File: src/rtl/div_iter.sv
// Purpose : multi-cycle radix-2 restoring divider for MIPS DIV/DIVU, result {HI, LO} = {rem, quo}.
// Latency : accept at edge T, res_valid first high after edge T+WIDTH+2, held until handshake.
// Backpr. : result is held in DONE while res_ready is low; opn_valid low aborts any op in flight.
//
// Ports:
//   clk        clock, all state changes on posedge
//   rst        synchronous active-high reset; the ALU also drives it for pipeline flush
//   a, b       dividend / divisor, sampled only on the accept edge
//   sign       1 = signed DIV, 0 = unsigned DIVU, sampled only on the accept edge
//   opn_valid  operands valid; must stay high for the whole operation
//   res_ready  consumer can take the result
//   res_valid  result valid (DONE state only)
//   result     {remainder, quotient}
module div_iter #(
  parameter int WIDTH = 32
) (
  input  logic                 clk,
  input  logic                 rst,
  input  logic [WIDTH-1:0]     a,
  input  logic [WIDTH-1:0]     b,
  input  logic                 sign,
  input  logic                 opn_valid,
  input  logic                 res_ready,
  output logic                 res_valid,
  output logic [2*WIDTH-1:0]   result
);

  localparam int CW = $clog2(WIDTH + 1);

  typedef enum logic [1:0] {
    IDLE = 2'd0,
    BUSY = 2'd1,
    FIX  = 2'd2,
    DONE = 2'd3
  } state_t;

  state_t           state;
  logic [CW-1:0]    count;
  logic [WIDTH-1:0] rem;      // partial remainder (magnitude)
  logic [WIDTH-1:0] quo;      // dividend bits shift out of the top, quotient bits in at bit 0
  logic [WIDTH-1:0] dvs;      // divisor magnitude
  logic [WIDTH-1:0] a_raw;    // untouched dividend, needed for the divide-by-zero result
  logic             q_neg;
  logic             r_neg;
  logic             b_zero;

  logic [WIDTH-1:0] a_mag;
  logic [WIDTH-1:0] b_mag;
  logic [WIDTH:0]   shifted;
  logic [WIDTH+1:0] trial;
  logic [WIDTH-1:0] quo_fix;
  logic [WIDTH-1:0] rem_fix;

  always_comb begin
    // Magnitudes: the most negative value maps onto itself, which is the correct
    // unsigned magnitude, so no special case is needed for MIN.
    a_mag   = (sign && a[WIDTH-1]) ? -a : a;
    b_mag   = (sign && b[WIDTH-1]) ? -b : b;
    // Next dividend bit enters the partial remainder from the top of quo.
    shifted = {rem, quo[WIDTH-1]};
    // One extra bit so the MSB of trial is the borrow of the trial subtraction.
    trial   = {1'b0, shifted} - {2'b00, dvs};
    quo_fix = q_neg ? -quo : quo;
    rem_fix = r_neg ? -rem : rem;
  end

  always_ff @(posedge clk) begin
    if (rst) begin
      state     <= IDLE;
      count     <= '0;
      rem       <= '0;
      quo       <= '0;
      dvs       <= '0;
      a_raw     <= '0;
      q_neg     <= 1'b0;
      r_neg     <= 1'b0;
      b_zero    <= 1'b0;
      res_valid <= 1'b0;
      result    <= '0;
    end else begin
      case (state)
        IDLE: begin
          res_valid <= 1'b0;
          if (opn_valid) begin
            rem    <= '0;
            quo    <= a_mag;
            dvs    <= b_mag;
            a_raw  <= a;
            q_neg  <= (a[WIDTH-1] ^ b[WIDTH-1]) & sign;
            r_neg  <= a[WIDTH-1] & sign;
            b_zero <= (b == '0);
            count  <= '0;
            state  <= BUSY;
          end
        end

        BUSY: begin
          if (!opn_valid) begin
            state <= IDLE;
          end else if (count == CW'(WIDTH)) begin
            // All quotient bits are in; the edge spent here gives the
            // WIDTH+2 accept-to-valid latency the ALU expects.
            state <= FIX;
          end else begin
            if (!trial[WIDTH+1]) begin
              // Difference is non-negative and, since rem < dvs, fits in WIDTH bits.
              rem <= trial[WIDTH-1:0];
              quo <= {quo[WIDTH-2:0], 1'b1};
            end else begin
              rem <= shifted[WIDTH-1:0];
              quo <= {quo[WIDTH-2:0], 1'b0};
            end
            count <= count + CW'(1);
          end
        end

        FIX: begin
          if (!opn_valid) begin
            state <= IDLE;
          end else begin
            if (b_zero) begin
              result <= {a_raw, {WIDTH{1'b1}}};
            end else begin
              result <= {rem_fix, quo_fix};
            end
            res_valid <= 1'b1;
            state     <= DONE;
          end
        end

        DONE: begin
          // Leaving DONE always takes one IDLE cycle before the next accept.
          if (!opn_valid || res_ready) begin
            res_valid <= 1'b0;
            state     <= IDLE;
          end
        end

        default: begin
          res_valid <= 1'b0;
          state     <= IDLE;
        end
      endcase
    end
  end

endmodule

File: config.mk
export PLATFORM = sky130hd
export DESIGN_NAME = div_iter
export DESIGN_NICKNAME = d
export VERILOG_FILES = /design/src/rtl/div_iter.sv
export SDC_FILE = /design/constraint.sdc
export NUM_CORES = 1
export LEC_CHECK = 0
export CAP_MARGIN = 20
export CORE_MARGIN = 2
export CORE_UTILIZATION = 62
export DETAILED_ROUTE_END_ITERATION = 10
export PLACE_DENSITY_LB_ADDON = 0.05
export SETUP_SLACK_MARGIN = 0.1
export SLEW_MARGIN = 20
export SYNTH_ARGS = -nofsm -noshare
export SYNTH_HDL_FRONTEND = slang
export SYNTH_SLANG_ARGS = --single-unit
File: constraint.sdc
create_clock -name clk -period 5.6 [get_ports clk]
set_input_delay 1.12 -clock clk [delete_from_list [all_inputs] [get_ports clk]]
set_output_delay 1.12 -clock clk [all_outputs]
set_load 0.02 [all_outputs]
* Yosys cells after proc, flatten, opt, wreduce, memory -nomap -nowiden
Index checks and enable logic that the tools add are counted.
W data, S select, Z words.
** Storage, ports and cells
- Output and inout port bits :: 65
- Register bits after elaboration :: 204
- Input bits :: 69
- Logic and storage cells :: 71
** Cells by class
- Reduce and logical (&&, ||, !) cells :: 13
- $add $sub $neg :: 6
- Bitwise logic cells :: 3
- Eq/ne operators :: 10
- Multiplexer cells :: 28
** Operator list (count)
- $mux W32 :: 11
- $neg A32 Y32 :: 4
- $pmux W32 S2 :: 2
- $mux W64 :: 1
- $sub A33 B32 Y34 :: 1
- $logic_not A32 Y1 :: 1
- $mux W6 :: 3
- $pmux W6 S2 :: 1
- $mux W2 :: 5
- $ne A2 B2 Y1 const B :: 5
- $pmux W2 S4 :: 1
- $add A6 B1 Y6 const B :: 1
- $eq A6 B6 Y1 const B :: 1
- $reduce_and A3 Y1 :: 2
- $eq A2 B2 Y1 const B :: 2
- $reduce_and A2 Y1 :: 2
- $reduce_and A4 Y1 :: 1
- $mux W1 :: 3
- $ne A3 B3 Y1 const B :: 1
- $pmux W1 S3 :: 1
- $reduce_bool A3 Y1 :: 1
- $and A1 B1 Y1 :: 2
- $eq A2 B1 Y1 const B :: 1
- $logic_and A1 B1 Y1 :: 2
- 5 further kinds :: 5

* Longest topological paths before layout
Gate-level depths: netlist (run 1).
- Depth after elaboration :: 5
- Gate-level depth with buffers :: 13
- Depth with buffers taken out :: 12

* Worst setup path after synthesis (run 1)
Ideal clock, no wire load.
- Path type :: in2reg
- Start point :: in a[6]
- End point :: reg quo[29]
- Arrival time :: 3.229 ns
- Library setup time :: 0.070 ns
- Buffers on the path :: 1
- Stages :: 9
- Slack :: 2.301 ns
- Data required time :: 5.530 ns
- Path through :: or4_4 -> or4_1 -> buf_2 -> nor4_4 -> nand2_2 -> o31ai_2 -> xnor2_1 -> o221ai_2 -> a21oi_1
** Between the ends
- Word-level cells in the longest chain between the ends :: 4
** Ends and longest elaborated chain
- start: declaration :: line 19 : input logic [WIDTH-1:0] a,
- $neg A32 Y32 :: line 57 : a_mag = (sign && a[WIDTH-1]) ? -a : a;
- $mux W32 :: line 57
- $mux W32 :: line 84 : if (opn_valid) begin
- $pmux W32 S2 :: line 81 : case (state)
- end signal: assignment :: line 86 : quo <= a_mag;
- end signal: assignment :: line 108 : quo <= {quo[WIDTH-2:0], 1'b1};
- end signal: assignment :: line 111 : quo <= {quo[WIDTH-2:0], 1'b0};
- end: declaration :: line 40 : logic [WIDTH-1:0] quo;
No other way between the ends. The select of a mux whose other input is x is not followed.
A chain may end at the register's enable or synchronous reset.

* Worst setup path in the final report (run 1)
Same ends and word-level chain as after synthesis.

==> flow_summary.ini, run 1 <==
[yosys]
synthFlopType = dfxtp_1
yosys_warnings = 0
syn-num-nets = 1693
yosysMostFrequentCell = nand2_1
synth_edf_count = 0
syn_avg_cell_area_sq_um = 7.58
synth_area_leader_cell = dfxtp_1
synthDominantCellAreaShare = 0.340
seq_area_frac_synth = 0.340
postSynthCellCount = 1585
synth_area_sq_um = 12000
synth-seq-cells = 204
synth.distinct_cells = 62
ys_async_sr_fraction = 0
yosys-top-cells-count = 273 x nand2_1, 204 x dfxtp_1, 162 x a21oi_1
synth_area_leaders = dfxtp_1 34%, nand2_1 8.5%, a21oi_1 6.8%, xnor2_1 5.5%, xor2_1 5.2%

[clock_tree]
worstSkewPairLatency_ns = 0.52
cts_buffers = 23
clk_pin_slew_ns = 0.06
clockBufferDepth = 3
ctsResizeCount = 0
clkSinkCount = 204
hold_buffers = 0
cts_setup_buffers = 0
htreeDepth = 1
cts_tree = yes
cts-root-buf = clkbuf_16

[grt]
grt_overflow = 0
grt_pass1_wl_um = 52400
grt_max_degree = 114
grt_usage = 0.310
grt_pass1_vias = 10793
antenna_found_initial = 0

[finish]
finish.utilization = 0.758
final_nets = 1764
drive_gt1_frac = 0.0454
diodes = 0
final_cells = 1933
final_cell_area_sq_um = 14300
area_growth_pct = 18.8

[power_and_ir_drop]
power.total_mw = 3.72
p_leak_nw = 5.23
ir_worst_vdd_v = 0.000293
p_per_area_nw_per_um2 = 261

[route]
drcViolationCount = 0
routed_wl_um = 31900
post_drt_via_cell_ratio = 6.01
drt_iter0_markers = 795
antenna_left = 0
dr.pass1.iters = 5
via_count = 11620
wl_per_cell_um = 16.5

[floorplan]
die_w_um = 143
core_sq_um = 18800
start_util = 0.638
core.rowCount = 50
die_h_um = 143
dieArea_sq_um = 20500
io-pin-count = 134

[critical_path]
rr_worst_depth = 9
r2r_slack_ns = 2.04
path_max_fanout = 6
worstPathRequired_ns = 6.04
critical_path_class = input port to register
r2r-end = rem[0]
rr_startpoint = rem[9]
start_kind = input port
crit_path_end_kind = register
critPathArrivalTime_ns = 4.08

[status]
status = finished clean

[sta]
worst-slew-pin-transition_ns = 0.944
rsz0062_at_grt = no
final_max_slew_viol_count = 0
fmaxAchievable_mhz = 274
setup_viol_count_final = 0
min_period_over_period = 0.651
worst_hold_slack_ns = 0.451
max_slew_margin = 0.370
finalSetupTns_ns = 0
finalWorstSetupSlack_ns = 1.95
skew_ns = 0.00903
min_period_ns = 3.65
hold_violations = 0

[worst_hold_path]
holdPathStages = 2
hold_path_end = result[42]
min_from = result[42]
hp-class = register to register

[run]
maxCapViolations = 0

[placed_design]
place_area_sq_um = 13400
hpwlAfterDp_um = 23000
dp.cells = 1890
place_congestion = 0.921
portBuffers = 133
dp_slack_ns = 1.47
-- placed cells by master (no fill, tap or decap), types with 7 or more instances in the layout --
cell type,count
nand2_1,272
dfxtp_1,203
a21oi_1,162
clkdlybuf4s50_1,132
nor2_1,110
o21ai_0,108
xnor2_1,76
xor2_1,72
inv_1,68
ha_1,38
a211oi_1,37
nor3_1,35
o31ai_1,31
o221ai_1,28
o22ai_1,24
clkbuf_16,23
nand3_1,17
or4_1,17
mux2i_1,17
a32oi_1,15
nand2b_1,12
buf_4,12
nand4_1,11
nor2b_1,11
o41ai_1,11
nor4_1,10
or3_1,9
clkbuf_8,9
a21o_1,8
a31oi_1,8
o211ai_1,8
and2_1,7
-- how the worst max path moves through the flow --
stage	start	end	cells past startpoint
2_1_floorplan	a[6]	quo[29]	9
3_3_place_gp	a[6]	quo[29]	9
3_5_place_dp	a[6]	quo[29]	9
4_1_cts	a[6]	quo[29]	9
5_1_grt	a[6]	quo[29]	9
6_report	a[6]	quo[29]	9
-- routing by layer --
metal	up-vias	wire, um	part of all wire	track usage
met3	75	1530	0.048	0.0305
met4	0	1040	0.032	0.114
met2	358	15800	0.49	0.552
li1	5749	-	-	-
met1	5438	13600	0.43	0.387
met5	-	0	0	0
-- logic make-up (layout without fill, tap and decap cells) --
| kind of cell | count (synthesis) | in the layout | share of synthesized area |
|---|---|---|---|
| compound gates | 471 | 471 | 0.243 |
| xor+xnor | 148 | 148 | 0.108 |
| flops | 204 | 204 | 0.340 |
| mux | 18 | 18 | 0.0151 |
| fa+ha+maj | 39 | 39 | 0.0413 |
| simple gates | 536 | 536 | 0.199 |
| buf+inv | 169 | 257 | 0.0532 |
-- power by group --
group / internal [mW] / switching [mW]
registers: 1.50 / 0.0474
logic: 0.207 / 0.289
clock network: 1.05 / 0.617
total: 2.76 / 0.953
-- worst max-delay path: stages --
cell and delay (ns):
clkdlybuf4s50_1 0.50, or4_4 0.60, or4_1 0.57, nor4_4 0.49, nand2_2 0.13, o31ai_2 0.21
xnor2_1 0.16, o221ai_2 0.11, a21oi_1 0.18
-- sequential cells by signal, summed over array words and instances, names as in the netlist --
name,count
r_neg,1
quo,32
q_neg,1
res_valid,1
state,2
a_raw,32
result,64
rem,32
dvs,32
b_zero,1
count,6
-- final cells by class --
type,count,area [sq um]
flip-flops and latches,204,4090
clock inverters,9,149
fillers,1495,4560
multi-input cells,1212,7310
clock buffers,33,703
repair buffers,147,1440
well taps,260,325
inverters,68,255
Note: power is estimated with default switching activity, not from simulation.
==> inputs of run 2 (changes only) <==
--- a/config.mk
+++ b/config.mk
@@ -7,7 +7,7 @@
 export LEC_CHECK = 0
 export CAP_MARGIN = 20
 export CORE_MARGIN = 2
-export CORE_UTILIZATION = 62
+export CORE_UTILIZATION = 52
 export DETAILED_ROUTE_END_ITERATION = 10
 export PLACE_DENSITY_LB_ADDON = 0.05
 export SETUP_SLACK_MARGIN = 0.1
==> constraint.sdc (replaced) <==
create_clock -name clk -period 3.3 [get_ports clk]
set_input_delay 0.66 -clock clk [delete_from_list [all_inputs] [get_ports clk]]
set_output_delay 0.66 -clock clk [all_outputs]
set_load 0.02 [all_outputs]
==> run 2 against run 1 <==
Routed wire length is 2.5% higher. Core utilization is 11 points lower. Clock skew hardly changed. Register-to-register slack worse by 1.7 ns. Critical path depth stayed put. Clock power is 50% higher. Die area is 19% higher. Sequential share of layout area is 0.79 points lower. Global-route usage is 4.3 points lower. Worst setup slack worse by 1.6 ns. Count of clock-buffer cells in the layout is 6 higher. Critical path type is now register to register.
==> flow_summary.ini, run 2 (synthesis gave the netlist of run 1 again) <==
[power_and_ir_drop]
pwr-share-seq = 0.438
p_leak_nw = 5.48
p_comb_frac = 0.146
p_per_area_nw_per_um2 = 409
power.total_mw = 6.00
switchingPower_mw = 1.58
p_int_mw = 4.42
ir_worst_vdd_v = 0.000281
pwr-share-clk = 0.416
p_sw_frac = 0.263

[clock_tree]
cts_buffers = 24
cts_tree = yes
clockBufferDepth = 3
cts_setup_buffers = 0
htreeDepth = 1
hold_buffers = 0
cts-root-buf = clkbuf_16
clk_pin_slew_ns = 0.06
worstSkewPairLatency_ns = 0.51
clkSinkCount = 204

[sta]
finalSetupTns_ns = 0
skew_ns = 0.00908
max_slew_margin = 0.360
min_period_over_period = 0.886
worst-slew-pin-transition_ns = 0.959
final_max_slew_viol_count = 0
fmaxAchievable_mhz = 342
hold_violations = 0
setup_viol_count_final = 0
min_period_ns = 2.92
rsz0062_at_grt = no

[floorplan]
start_util = 0.531
core.rowCount = 55
die_w_um = 156
dieArea_sq_um = 24300
io-pin-count = 134
die_h_um = 156
core_sq_um = 22600

[placed_design]
place_area_sq_um = 13900
portBuffers = 133
place_congestion = 0.914
hpwlAfterDp_um = 24600

[finish]
drive_gt1_frac = 0.0733
final_cell_area_sq_um = 14700
top_register = result
fill_cells = 2077
final_nets = 1825
diodes = 0
final_cell_mix = 272 x nand2_1, 203 x dfxtp_1, 162 x a21oi_1
mostFrequentLayoutCell = nand2_1
area_growth_pct = 22.1
largest_reg_flops = 64

[grt]
grt_usage = 0.267
grt_pass1_vias = 10761
grt_max_degree = 68
grt_pass1_wl_um = 53600
antenna_found_initial = 0
grt_overflow = 0

[critical_path]
r2r_slack_ns = 0.38
rr_worst_depth = 9
r2r-end = result[57]
critical_path_class = register to register
critPathArrivalTime_ns = 3.29
rr_startpoint = rem[0]
path_max_fanout = 7
start_kind = register
worstPathRequired_ns = 3.67
crit_path_end_kind = register

[route]
routed_wl_um = 32700
antenna_left = 0
post_drt_via_cell_ratio = 5.74
drt_iter0_markers = 729
wl_per_cell_um = 16.2
via_count = 11575
drcViolationCount = 0
dr.pass1.iters = 5

[status]
status = finished clean

[worst_hold_path]
hold_path_end = result[42]
min_from = result[42]
hp-class = register to register
holdPathStages = 2

[run]
maxCapViolations = 0
## run 2: changes by cell type in the layout (fill, tap and decap cells not counted), sizes merged
cell      previous run  this run
clkinvlp             0         1
clkbuf              34        39
buf                 14        75
clkinv               4         1
bufinv               4         0
inv                 69        68
## run 2: worst max-delay path, cell delays in order, from the launching register on
cell	delay, ns
dfxtp_1	0.33
buf_4	0.17
or4_1	0.60
nor3_1	0.43
nand4_1	0.33
o31ai_1	0.36
xor2_1	0.30
o21ai_0	0.12
nand2_1	0.09
a21oi_1	0.06
## run 2: power groups by stage
stage / Sequential, mW / Clock [mW] / Combinational (mW)
floorplan: 2.65 / 0 / 0.591
global placement: 2.68 / 0 / 0.857
detailed placement: 2.68 / 0 / 0.868
CTS: 2.63 / 2.55 / 0.871
global route: 2.64 / 2.66 / 0.971
finish: 2.63 / 2.50 / 0.873
## run 2: metal layers
layer / track usage / share of wire / vias up / wire length [um]
met1: 0.345 / 0.45 / 5392 / 14600
met5: 0 / 0 / - / 0
met2: 0.476 / 0.49 / 270 / 16000
met4: 0.0616 / 0.016 / 0 / 533
li1: - / - / 5878 / -
met3: 0.0322 / 0.048 / 35 / 1560
## run 2: layout make-up
class	count	area, sq um	area share
clock inverter	2	12.5	0.000853
timing repair buffer	207	1920	0.131
tap	285	357	0.0243
multi-input combinational	1212	7310	0.498
clock buffer	39	728	0.0496
inverter	68	255	0.0174
sequential	204	4090	0.278
## run 2: worst max-delay path by stage
stage,startpoint,to,slack [ns],cells after the start
finish,rem[0],result[57],0.38,9
global route,dvs[13],rem[12],0.16,11
CTS,dvs[13],rem[31],0.32,9
detailed placement,a[6],quo[29],-0.11,9
global placement,a[6],quo[23],-0.09,9
floorplan,a[6],quo[29],0.46,9
## run 2: timing repair
action	4_1_cts	5_1_grt
endpoints found under the setup margin	0	1
hold endpoints to repair	0	0
resized for setup	0	1
## run 2: per-stage QoR
stage               utilization  std cells  hold slack (ns)  setup slack (ns)
global placement          0.615       1976            0.442           -0.0923
global route              0.648       2017            0.467             0.160
detailed placement        0.615       1976            0.447            -0.109
finish                    0.648       2017            0.453             0.376
CTS                       0.648       2017            0.457             0.317
floorplan                     -       1585            0.431             0.461
==> inputs of run 3 (changes only) <==
--- a/config.mk
+++ b/config.mk
@@ -7,8 +7,9 @@
 export LEC_CHECK = 0
 export CAP_MARGIN = 20
 export CORE_MARGIN = 2
-export CORE_UTILIZATION = 52
+export CORE_UTILIZATION = 32
 export DETAILED_ROUTE_END_ITERATION = 10
+export GPL_TIMING_DRIVEN = 0
 export PLACE_DENSITY_LB_ADDON = 0.05
 export SETUP_SLACK_MARGIN = 0.1
 export SLEW_MARGIN = 20
==> run 3 against run 2 <==
Fmax shrank 3.3%. Sequential share of layout area down 0.49 points. Cell area up 1.8%. Worst setup slack lost 0.10 ns. Die area rose by 61%. Count of clock-buffer cells in the layout is the same. Via count grew 1.1%. Routed wire length up 27%. Flip-flop and latch count did not move. First-iteration DRC count fell by 15%. Critical path type is now input port to register. Critical endpoint is now quo[28].
==> flow_summary.ini, run 3 (synthesis gave the netlist of run 1 again) <==
[clock_tree]
worstSkewPairLatency_ns = 0.54
clockBufferDepth = 3
clk_pin_slew_ns = 0.06
cts_buffers = 27
clkSinkCount = 204
cts_tree = yes
hold_buffers = 0
cts-root-buf = clkbuf_16
htreeDepth = 1

[finish]
final_cell_mix = 272 x nand2_1, 201 x dfxtp_1, 161 x a21oi_1
final_cell_area_sq_um = 14900
finish.utilization = 0.406
top_register = result
drive_gt1_frac = 0.0537
mostFrequentLayoutCell = nand2_1
largest_reg_flops = 64
area_growth_pct = 24.4
final_nets = 1858
fill_cells = 3897
diodes = 0
regArea_sq_um = 4090
multi_input_area_sq_um = 7410

[sta]
hold_violations = 0
setup_viol_count_final = 0
min_period_over_period = 0.916
max_slew_margin = 0.452
worst-slew-pin-transition_ns = 0.823
min_period_ns = 3.02
skew_ns = 0.0101
finalWorstSetupSlack_ns = 0.276
final_max_slew_viol_count = 0
rsz0062_at_grt = no
fmaxAchievable_mhz = 331

[route]
wl_per_cell_um = 18.6
post_drt_via_cell_ratio = 5.23
dr.pass1.iters = 5
via_count = 11704
routed_wl_um = 41500
drt_iter0_markers = 619
antenna_left = 0
drcViolationCount = 0

[placed_design]
dp_slack_ns = -0.889
place_area_sq_um = 13900
place_congestion = 0.869
hpwlAfterDp_um = 33100
portBuffers = 131

[floorplan]
die_w_um = 198
dieArea_sq_um = 39100
core_sq_um = 36800
io-pin-count = 134
die_h_um = 198
start_util = 0.327
core.rowCount = 70

[critical_path]
critPathArrivalTime_ns = 3.48
crit_path_end_kind = register
critical_path_class = input port to register
cpPeakStageDelay_ns = 0.54
start_kind = input port
crit_family = simple AND/OR/NAND/NOR gates
path_buf_inv = 2
path_max_fanout = 6
cpMaxStageDelayCell = or4_4
worstPathRequired_ns = 3.76
crit_chain = clkdlybuf4s50_1 > or4_4 > or4_1 > buf_2 > and4bb_4 > nand2_1 > o21ai_0 > xnor2_1 > o221ai_1 > a21oi_1

[power_and_ir_drop]
power.total_mw = 6.35
ir_worst_vdd_v = 0.000247
p_per_area_nw_per_um2 = 425
p_leak_nw = 5.35

[status]
status = finished clean

[grt]
grt_pass1_vias = 11566
grt_overflow = 0
antenna_found_initial = 0
grt_usage = 0.210
grt_max_degree = 13
grt_pass1_wl_um = 64800

[worst_hold_path]
hp-class = register to register

[run]
maxCapViolations = 0
run 3: metrics by stage:
stage	TNS (ns)	hold WS, ns	std cells
after floorplan	0	0.431	1585
after global placement	-24.32	0.444	2184
after detailed placement	-24.37	0.450	2184
after CTS	0	0.445	2235
after global routing	0	0.474	2236
final	0	0.453	2236
run 3: path summary, 6_finish.rpt:
check | from | to | slack [ns] | cells past startpoint
hold reg to reg | result[63] | result[63] | 0.45 | 2
setup / recovery | a[8] | quo[28] | 0.28 | 10
setup reg to reg | quo[31] | rem[28] | 0.28 | 12
hold / removal | result[63] | result[63] | 0.45 | 2
run 3: area by class of cell:
type,instances,area share
clock buffers,39,0.0536
repair buffers,137,0.0911
multi-input cells,1212,0.496
inverters,68,0.0171
flip-flops and latches,204,0.274
plain buffers,100,0.0265
clock inverters,8,0.00302
well taps,468,0.0392
run 3: repair_timing:
action / in CTS / in global routing
setup endpoints to repair: 78 / 55
cloned: 0 / 0
buffers inserted: 4 / 2
pin swaps: 2 / 1
gates resized for setup: 12 / 31
run 3: per-layer routing:
layer / up-vias / GRT usage / routed length, um
li1: 5949 / - / -
met1: 5471 / 0.261 / 18400
met2: 223 / 0.386 / 20700
met3: 61 / 0.0230 / 1460
met4: 0 / 0.0540 / 947
met5: - / 0 / 0
run 3: worst min-delay path: cells and delay by family, from the launching register on:
kind / cells / cell delay, ns
and+or+nand+nor: 1 / 0.05
DFF: 1 / 0.30
AOI/OAI and AO/OA: 1 / 0.05
run 3: power by group:
part / leakage, nW / total, mW / internal, mW / switching, mW
Clock: 0.419 / 2.80 / 1.67 / 1.14
Sequential: 1.66 / 2.62 / 2.55 / 0.0715
Combinational: 3.27 / 0.921 / 0.364 / 0.557
Total: 5.35 / 6.35 / 4.58 / 1.77
